## src/rtl/q_value_update.sv

```systemverilog
// q_value_update: fixed-point Q-learning update of this node's Q value after the best-neighbour search.
// Optional hop-count write-back enabled by defining QUPD_HOPWRITE_EN.
module q_value_update #(
  parameter logic [10:0] Q_ADDR       = 11'h010,
  parameter logic [10:0] E_ADDR       = 11'h011,
  parameter int          ALPHA_SHIFT  = 1,
  parameter int          GAMMA_SHIFT  = 2,
  parameter int          ENERGY_SHIFT = 4,
  parameter int          HOP_SHIFT    = 3
`ifdef QUPD_HOPWRITE_EN
  , parameter logic [10:0] H_ADDR     = 11'h012
`endif
) (
  input  logic        clock,
  input  logic        nrst,
  input  logic        en,
  input  logic        start,
  input  logic [15:0] bestQValue,
  input  logic [15:0] besthop,
  input  logic [15:0] data_in,
  output logic [10:0] address,
  output logic [15:0] data_out,
  output logic        wr_en,
  output logic [15:0] newQ,
  output logic        done
);
  typedef enum logic [3:0] {
    S_IDLE, S_RD_Q, S_RD_E, S_LAT_E, S_CALC_R, S_CALC_Q, S_WRITE, S_WRITE_H, S_DONE
  } state_t;
  state_t state, next_state;
  logic [15:0] best_q, best_hop, cur_q, energy, target;
  logic [19:0] e_scaled, h_pen;
  logic [17:0] reward, sum;
  logic [15:0] target_c, q_c, hop_inc;
  logic signed [17:0] diff, q_s;
  // Reward, discounted target, and the alpha-weighted step toward it; widened so nothing wraps before clamping.
  always_comb begin
    e_scaled = 20'(energy) >> ENERGY_SHIFT;
    h_pen    = 20'(best_hop) << HOP_SHIFT;
    reward   = (e_scaled > h_pen) ? 18'(e_scaled - h_pen) : 18'h0;
    sum      = reward + 18'(best_q) - 18'(best_q >> GAMMA_SHIFT);
    target_c = (sum > 18'h0FFFF) ? 16'hFFFF : sum[15:0];
    diff     = $signed({2'b00, target}) - $signed({2'b00, cur_q});
    q_s      = $signed({2'b00, cur_q}) + (diff >>> ALPHA_SHIFT);
    q_c      = (q_s < 0) ? 16'h0 : (q_s > 18'sh0FFFF) ? 16'hFFFF : q_s[15:0];
    hop_inc  = (best_hop == 16'hFFFF) ? best_hop : best_hop + 16'd1;
  end
  // State register; a low enable freezes the sequence where it is.
  always_ff @(posedge clock) begin
    if (!nrst) state <= S_IDLE;
    else if (en) state <= next_state;
  end
  // Fixed-length read/compute/write sequence; start is only heard in idle.
  always_comb begin
    next_state = state;
    case (state)
      S_IDLE:    next_state = start ? S_RD_Q : S_IDLE;
      S_RD_Q:    next_state = S_RD_E;
      S_RD_E:    next_state = S_LAT_E;
      S_LAT_E:   next_state = S_CALC_R;
      S_CALC_R:  next_state = S_CALC_Q;
      S_CALC_Q:  next_state = S_WRITE;
`ifdef QUPD_HOPWRITE_EN
      S_WRITE:   next_state = S_WRITE_H;
`else
      S_WRITE:   next_state = S_DONE;
`endif
      S_WRITE_H: next_state = S_DONE;
      S_DONE:    next_state = S_IDLE;
      default:   next_state = S_IDLE;
    endcase
  end
  // Operand capture, memory address sequencing and result register; address is set one cycle ahead of use.
  always_ff @(posedge clock) begin
    if (!nrst) begin
      best_q   <= '0;
      best_hop <= '0;
      cur_q    <= '0;
      energy   <= '0;
      target   <= '0;
      address  <= '0;
      newQ     <= '0;
    end else if (en) begin
      if (state == S_IDLE && start) begin
        best_q   <= bestQValue;
        best_hop <= besthop;
        address  <= Q_ADDR;
      end
      if (state == S_RD_Q) address <= E_ADDR;
      if (state == S_RD_E) cur_q <= data_in;
      if (state == S_LAT_E) energy <= data_in;
      if (state == S_CALC_R) target <= target_c;
      if (state == S_CALC_Q) begin
        newQ    <= q_c;
        address <= Q_ADDR;
      end
`ifdef QUPD_HOPWRITE_EN
      if (state == S_WRITE) address <= H_ADDR;
`endif
    end
  end
  // Strobes are suppressed while stalled or in reset so a held write/done is issued exactly once.
  always_comb begin
    wr_en    = nrst && en && (state == S_WRITE || state == S_WRITE_H);
    done     = nrst && en && (state == S_DONE);
    data_out = !wr_en ? 16'h0 : (state == S_WRITE) ? newQ : hop_inc;
  end
endmodule

```

## config.mk

```make
export PLATFORM = sky130hd
export DESIGN_NAME = q_value_update
export DESIGN_NICKNAME = d
export VERILOG_FILES = /design/src/rtl/q_value_update.sv
export SDC_FILE = /design/constraint.sdc
export NUM_CORES = 1
export LEC_CHECK = 0
export ABC_AREA = 1
export CORE_MARGIN = 5
export CORE_UTILIZATION = 58
export DETAILED_ROUTE_END_ITERATION = 16
export GPL_ROUTABILITY_DRIVEN = 0
export PLACE_DENSITY_LB_ADDON = 0.25
export RECOVER_POWER = 50
export SETUP_SLACK_MARGIN = 0.02
export SLEW_MARGIN = 30
export SYNTH_ARGS = -nofsm -noshare
export SYNTH_HDL_FRONTEND = slang
export SYNTH_SLANG_ARGS = --single-unit
export TNS_END_PERCENT = 50
```

## constraint.sdc

```tcl
create_clock -name clock -period 8.2 [get_ports clock]
set_clock_uncertainty 0.15 [all_clocks]
set_input_delay 1.23 -clock clock [delete_from_list [all_inputs] [get_ports clock]]
set_output_delay 1.23 -clock clock [all_outputs]
set_load 0.01 [all_outputs]
```

==> flow_summary.ini, run 1 <==
[status]
status = finished with violations
violations = max-capacitance violations, max-slew violations

[yosys]
syn_area_sq_um = 8260
dominantRegCellSynth = dfxtp_1
ys_seq_area_share_pct = 23.75
synth_most_common_cell = nand2_1
yosys_warnings = 0
synth_cell_types = 48
ys_async_sr_fraction_pct = 0
synth_seq_cells = 98
synth_top_cells_by_count = nand2_1, inv_1, a21oi_1, dfxtp_1, o21ai_0
avgSynthCellArea_sq_um = 6.782
synth-edff-count = 0
synth_top_area_cell = dfxtp_1
syn-instance-count = 1218
ys_top_cells_by_area = dfxtp_1, nand2_1, ha_1
synth_top_cell_area_share_pct = 23.75

[route]
drc = 0
wl_per_cell_um = 14.20
vias = 7792
ant_nets = 0
via_per_inst = 5.315
routed_wl_mm = 20.81
drtIter0Drc = 672
first_pass_iters = 5

[timing]
rsz0062_at_grt = no
hold_violations = 0
slew_violations = 18
setup_viol = 0
tns_ns = 0
slew_headroom_pct = -2.678
whs_ns = 0.3082
fmax_mhz = 175.5
fin_crit_sh_pct = 69.47
fin_crit_ns = 5.697
tightest_slew_ns = 1.528

[final_layout]
area.growth.synth_to_final_pct = 13.83
n_antenna_cell = 0
final_layout_size_suffix_gt1_share_pct = 8.554
nets = 1414
nFillCells = 1254

[clocking]
postCtsSetupRepairBufs = 0
cts-resized-gates = 0
cts_tree = done
clkSlewWorstSetupHoldPaths_ns = 0.06
cts-buffers-inserted = 9
cts_root_buf = clkbuf_16
cts-htree-levels = 3
hold_buffers = 0
clock_latency_ns = 0.35
clockBufferDepth = 2
cts.sinks = 98

[worst_setup_path]
reg2regPathDepth = 23
setup.worst_path.end_class = primary output
required_ns = 6.82
cp_slowest_cell = nor3_1
slowest_delay_ns = 1.22
crit_type = primary input to primary output
worstPathArrival_ns = 4.32
start_kind = primary input
crit_fanout = 17
cp_cell_sequence = dlygate4sd3_1, nand2_1, nor3_1, o21ai_0, a21oi_1, clkdlybuf4s50_1

[min_path]
hold_depth = 2
hold_path_class = flip-flop to flip-flop

[pwr]
powerDensity_nw_per_um2 = 163.8
vdd_ir_drop_max_mv = 0.1417
leakagePower_uw = 0.004559

[floorplan]
ioPinCount = 97
coreArea_sq_um = 13930
die_area_sq_um = 16730
die_w_um = 129.3
die_h_um = 129.3
num_rows = 43
initial_core_util_pct = 59.28

[global_routing]
grt_pass1_vias = 7320
overflow = 0
antenna_found_initial = 0
grtUsageTotal_pct = 25.56
grt_pass1_wl_mm = 34.44
grt_max_degree = 80

[placement]
place_hpwl_mm = 16.50
io_buffers = 87

[job]
max_cap_viol_count = 2
-- stage by stage --
step           area (sq um)  cells  setup slack (ns)  power (uW)  utilization [%]
3_3_place_gp           9151   1452             3.181        1140            65.67
2_1_floorplan          8294   1227             4.266        1021                -
6_report               9403   1466             2.503        1540            67.48
5_1_grt                9403   1466             2.249        1651            67.48
4_1_cts                9412   1466             3.133        1541            67.54
3_5_place_dp           9151   1452             3.150        1150            65.67
-- area by class of cell --
class | count | area [sq um] | area share, %
Sequential cell | 98 | 1962 | 20.86
Clock buffer | 11 | 242.7 | 2.582
Clock inverter | 3 | 17.52 | 0.1863
Timing Repair Buffer | 91 | 892.1 | 9.488
Tap cell | 180 | 225.2 | 2.395
Inverter | 214 | 803.3 | 8.543
Multi-Input combinational cell | 869 | 5260 | 55.94
-- power by group --
part / internal, uW / total, uW / switching [uW]
Clock: 210 / 390 / 181
Sequential: 493 / 511 / 18.0
Combinational: 225 / 638 / 413
Total: 928 / 1540 / 612
-- kinds of logic after synthesis --
family / count (synthesis) / synth area share [%]
adder cells (fa/ha/maj): 79 / 13.51
flip-flops: 98 / 23.75
AO/OA/AOI/OAI: 274 / 18.89
other: 2 / 0.09092
buffers and inverters: 260 / 12.92
AND/OR/NAND/NOR: 457 / 25.75
XOR/XNOR: 48 / 5.089
-- worst paths after layout --
kind	from	to	slack, ns
worst max-delay path	en	data_out[1]	2.50
worst min-delay path	energy[9]$_SDFFE_PN0P_	energy[9]$_SDFFE_PN0P_	0.31
worst max register to register	best_hop[0]$_SDFFE_PN0P_	target[0]$_SDFFE_PN0P_	3.53
worst min register to register	energy[9]$_SDFFE_PN0P_	energy[9]$_SDFFE_PN0P_	0.31
-- metal layers --
metal | vias up | track usage [%] | routed length (um)
met1 | 3481 | 33.85 | 9533
met2 | 231 | 41.89 | 9298
met3 | 53 | 3.215 | 1243
met5 | - | 0 | 0
met4 | 0 | 11.24 | 735
li1 | 4027 | - | -
-- critical path: cells and delay by family --
family,cells,cell delay [ns]
buffers and inverters,2,1.30
AND/OR/NAND/NOR,2,1.34
AO/OA/AOI/OAI,2,0.45
-- placed cells by master, fill, tap and decap left out, drive strengths merged, types with 3 or more instances in the layout --
| cell type | count |
|---|---|
| a21oi | 141 |
| buf | 4 |
| clkbuf | 12 |
| clkdlybuf4s50 | 67 |
| clkinv | 3 |
| conb | 11 |
| dfxtp | 98 |
| dlygate4sd3 | 19 |
| fa | 17 |
| ha | 62 |
| inv | 213 |
| nand2 | 259 |
| nand3 | 82 |
| nand3b | 4 |
| nand4 | 11 |
| nor2 | 85 |
| nor3 | 6 |
| nor4 | 3 |
| o211ai | 12 |
| o21a | 14 |
| o21ai | 95 |
| o21bai | 4 |
| or2 | 5 |
| xnor2 | 11 |
| xor2 | 37 |
-- sequential cells by signal, indices dropped and copies added (netlist names) --
register and count:
cur_q 16, state 4, target 16, best_q 16, newQ 16, address 2, energy 12, best_hop 16
Power figures use the tool's default switching activity.
==> inputs of run 2 (changes only) <==
Clock period 8.2 ns to 5.4 ns, I/O delays scaled along.
==> run 2 against run 1 <==
The run still ends with max-capacitance violations, max-slew violations left. Total power rose by 58%. Setup slack worse by 1.8 ns. Die area unchanged. Critical path type is now flip-flop to flip-flop. Sequential power grew 52%. Cell count is essentially flat. Register-to-register slack got worse by 2.8 ns. Clock power increased by 73%. Flip-flop and latch count did not move. Routed wire length up 1.8%.
==> flow_summary.ini, run 2 (synthesis gave the netlist of run 1 again) <==
[status]
status = finished with violations
violations = max-capacitance violations, max-slew violations

[global_routing]
antenna_found_initial = 0
grt_pass1_vias = 7224
grt_pass1_wl_mm = 34.70
overflow = 0
grt_max_degree = 79
grtUsageTotal_pct = 25.87

[timing]
fmax_mhz = 214.9
tns_ns = 0
hold_violations = 0
slew_headroom_pct = -88.37
setup_viol = 0
slew_violations = 79
fin_crit_ns = 4.654
tightest_slew_ns = 2.826
rsz0062_at_grt = no
fin_crit_sh_pct = 86.19

[final_layout]
mostFrequentLayoutCells = nand2_1, inv_1, a21oi_1, dfxtp_1, o21ai_0
nets = 1413
area.growth.synth_to_final_pct = 14.40
final_layout_size_suffix_gt1_share_pct = 8.702
layout_commonest_cell = nand2_1
fin_area_sq_um = 9450
nFillCells = 1219
n_antenna_cell = 0

[worst_setup_path]
worstPathArrival_ns = 4.76
cp.buffers_inverters = 5
cp_common_cell = nand2_1
cpLargestDelayFamily = simple AND/OR/NAND/NOR gates
crit_type = flip-flop to flip-flop
slowest_delay_ns = 0.48
crit_fanout = 16
setup.worst_path.end_class = flip-flop
cp_slowest_cell = fa_1
start_kind = flip-flop
required_ns = 5.50

[route]
drc = 0
ant_nets = 0
vias = 7814
drtIter0Drc = 577
wl_per_cell_um = 14.45
first_pass_iters = 5
via_per_inst = 5.327
routed_wl_mm = 21.19

[job]
max_cap_viol_count = 1

[placement]
dpl_cell_area_sq_um = 9149
place_hpwl_mm = 17.01
io_buffers = 87

[floorplan]
ioPinCount = 97
coreArea_sq_um = 13930
num_rows = 43
die_w_um = 129.3
die_area_sq_um = 16730
initial_core_util_pct = 59.28
die_h_um = 129.3

[clocking]
clockBufferDepth = 2
postCtsSetupRepairBufs = 0
cts.sinks = 98
cts-buffers-inserted = 9
cts-resized-gates = 0
clock_latency_ns = 0.35
hold_buffers = 0
cts-htree-levels = 3
cts_tree = done
clkSlewWorstSetupHoldPaths_ns = 0.07
cts_root_buf = clkbuf_16

[pwr]
powerDensity_nw_per_um2 = 257.2
vdd_ir_drop_max_mv = 0.1715
leakagePower_uw = 0.004571
total_power_uw = 2431

[min_path]
hold_path_class = flip-flop to flip-flop
## run 2: layout make-up
type	count	area (sq um)	share of cell area, %
multi-input combinational	869	5270	55.77
sequential	98	1962	20.76
timing repair buffer	90	883.3	9.347
inverter	214	803.3	8.500
clock buffer	13	260.3	2.754
tap	180	225.2	2.383
clock inverter	3	46.29	0.4899
## run 2: final timing paths
path         cells past startpoint  slack (ns)                      end                startpoint
max                             25        0.75   target[0]$_SDFFE_PN0P_  best_hop[0]$_SDFFE_PN0P_
min                              2        0.31  energy[13]$_SDFFE_PN0P_   energy[13]$_SDFFE_PN0P_
max reg2reg                     25        0.75   target[0]$_SDFFE_PN0P_  best_hop[0]$_SDFFE_PN0P_
min reg2reg                      2        0.31  energy[13]$_SDFFE_PN0P_   energy[13]$_SDFFE_PN0P_
## run 2: per-stage QoR
step	setup slack [ns]	std cells	hold WS [ns]	util (%)
after floorplan	1.466	1227	0.2774	-
after global placement	0.9815	1451	0.2955	65.62
after detailed placement	0.8438	1451	0.3056	65.66
after CTS	0.7975	1467	0.3151	67.85
after global routing	0.2709	1467	0.3267	67.82
final	0.7458	1467	0.3116	67.82
## run 2: per-layer routing
layer | share of wire (%) | global-route usage (%)
met1 | 46 | 35.27
met5 | 0 | 0
met4 | 2.7 | 8.586
met3 | 5.4 | 3.339
met2 | 46 | 42.53
## run 2: report_power, final
part / internal (uW) / leakage (uW) / total, uW / switching, uW
registers: 749 / 0.000796 / 777 / 28.2
logic: 343 / 0.00363 / 978 / 635
clock network: 387 / 0.000146 / 676 / 288
total: 1480 / 0.00457 / 2430 / 951
## run 2: worst min-delay path: stages, from the launching register on
cell     delay [ns]
dfxtp_1        0.32
inv_1          0.05
a21oi_1        0.05
==> inputs of run 3 (changes only) <==
Clock period 5.4 ns to 4.96 ns, I/O delays scaled along.
==> run 3 against run 2 <==
The run ends with max-capacitance violations left. Final area rose by 0.19%. Non-clock buffer count rose by 3. Routed wire length fell by 0.24%. Sequential share of layout area barely moved. Setup slack got worse by 0.13 ns. Hold slack got worse by 0.0057 ns. Fmax rose by 7.1%. Clock-buffer cell count rose by 1. Combinational power rose by 9%. Core utilization rose by 0.13 points. First-iteration DRC count rose by 17%. Largest cell class unchanged. Largest power group unchanged.
==> flow_summary.ini, run 3 (synthesis gave the netlist of run 1 again) <==
[floorplan]
coreArea_sq_um = 13930
die_area_sq_um = 16730
num_rows = 43
die_w_um = 129.3
ioPinCount = 97
initial_core_util_pct = 59.28
die_h_um = 129.3

[clocking]
cts_tree = done
cts.sinks = 98
clockBufferDepth = 2
cts-htree-levels = 3
hold_buffers = 0
clock_latency_ns = 0.35
postCtsSetupRepairBufs = 0
cts_root_buf = clkbuf_16
cts-resized-gates = 0
cts-buffers-inserted = 9
clkSlewWorstSetupHoldPaths_ns = 0.07

[pwr]
switching_power_uw = 1029
p_sw_share_pct = 39.31
powerDensity_nw_per_um2 = 276.5
vdd_ir_drop_max_mv = 0.1737
clkPwrFrac_pct = 27.0
seqPwrFrac_pct = 32.3
p_comb_share_pct = 40.7
leakagePower_uw = 0.004597
internal-power_uw = 1589
total_power_uw = 2618

[placement]
io_buffers = 87
place_hpwl_mm = 17.09
dp.cells = 1452
dpl_cell_area_sq_um = 9156

[final_layout]
postLayoutCoreUtil_pct = 67.94
n_antenna_cell = 0
nets = 1416
mostFrequentLayoutCells = nand2_1, inv_1, a21oi_1, dfxtp_1, o21ai_0
final_layout_size_suffix_gt1_share_pct = 8.992
fin_area_sq_um = 9468
layout_commonest_cell = nand2_1
final_cells = 1470
area.growth.synth_to_final_pct = 14.62

[route]
drc = 0
wl_per_cell_um = 14.38
ant_nets = 0
vias = 7809
first_pass_iters = 5
drtIter0Drc = 675
via_per_inst = 5.312
routed_wl_mm = 21.14

[status]
status = finished with violations
violations = max-capacitance violations

[timing]
slew_violations = 0
setup_viol = 0
hold_violations = 0
slew_headroom_pct = 0.4942
tns_ns = 0
fmax_mhz = 230.1
rsz0062_at_grt = no
fin_crit_ns = 4.347
fin_crit_sh_pct = 87.64
tightest_slew_ns = 1.491

[job]
max_cap_viol_count = 1

[global_routing]
overflow = 0
antenna_found_initial = 0
grt_pass1_vias = 7239
grtUsageTotal_pct = 25.60
grt_pass1_wl_mm = 34.35
grt_max_degree = 79

[worst_setup_path]
setup.worst_path.end_class = flip-flop
crit_fanout = 16
crit_type = flip-flop to flip-flop
required_ns = 5.06
worstPathArrival_ns = 4.45
start_kind = flip-flop

[min_path]
hold_path_class = flip-flop to flip-flop
==> run 3: layer usage <==
metal | share of wire, % | vias up | global-route usage, % | routed length, um
met1 | 45 | 3508 | 33.75 | 9556
met2 | 45 | 238 | 42.50 | 9566
met4 | 3.0 | 0 | 10.07 | 636
li1 | - | 4023 | - | -
met3 | 6.5 | 40 | 3.586 | 1384
met5 | 0 | - | 0 | 0
==> run 3: layout make-up <==
class | instances | area (sq um)
Timing Repair Buffer | 93 | 910.9
Clock inverter | 2 | 17.52
Clock buffer | 14 | 284.0
Tap cell | 180 | 225.2
Inverter | 214 | 803.3
Multi-Input combinational cell | 869 | 5265
Fill cell | 1251 | 4467
Sequential cell | 98 | 1962
==> run 3: critical path: stages (launching register included) <==
cell     delay (ns)
dfxtp_1        0.43
ha_1           0.18
inv_1          0.07
fa_1           0.41
nand2_1        0.08
nand3_1        0.08
nand3_1        0.12
nand2_1        0.06
o21ai_0        0.09
xor2_1         0.12
or2_2          0.33
fa_1           0.49
inv_1          0.04
ha_1           0.34
a21oi_1        0.21
o21ai_0        0.15
a21oi_1        0.15
nand2_1        0.08
xor2_1         0.15
inv_2          0.28
nand3_1        0.13
nand2_1        0.08
inv_1          0.04
==> run 3: through the flow <==
| step | hold WS, ns | setup slack (ns) |
|---|---|---|
| 2_1_floorplan | 0.2774 | 1.026 |
| 3_3_place_gp | 0.2955 | 0.5410 |
| 3_5_place_dp | 0.3007 | 0.4071 |
| 4_1_cts | 0.3111 | 0.4064 |
| 5_1_grt | 0.3367 | 0.2697 |
| 6_report | 0.3059 | 0.6133 |
==> run 3: power groups by stage <==
stage               Sequential, uW  Combinational, uW  Clock, uW
global placement               862               1040          0
detailed placement             863               1040          0
global route                   848               1200        751
finish                         845               1070        706
floorplan                      852                836          0
CTS                            845               1050        718
==> run 3: path summary, 6_finish.rpt <==
kind,startpoint,to,slack [ns],depth (start not counted)
max,best_hop[0]$_SDFFE_PN0P_,target[0]$_SDFFE_PN0P_,0.61,22
min,energy[10]$_SDFFE_PN0P_,energy[10]$_SDFFE_PN0P_,0.31,2
max reg2reg,best_hop[0]$_SDFFE_PN0P_,target[0]$_SDFFE_PN0P_,0.61,22
min reg2reg,energy[10]$_SDFFE_PN0P_,energy[10]$_SDFFE_PN0P_,0.31,2
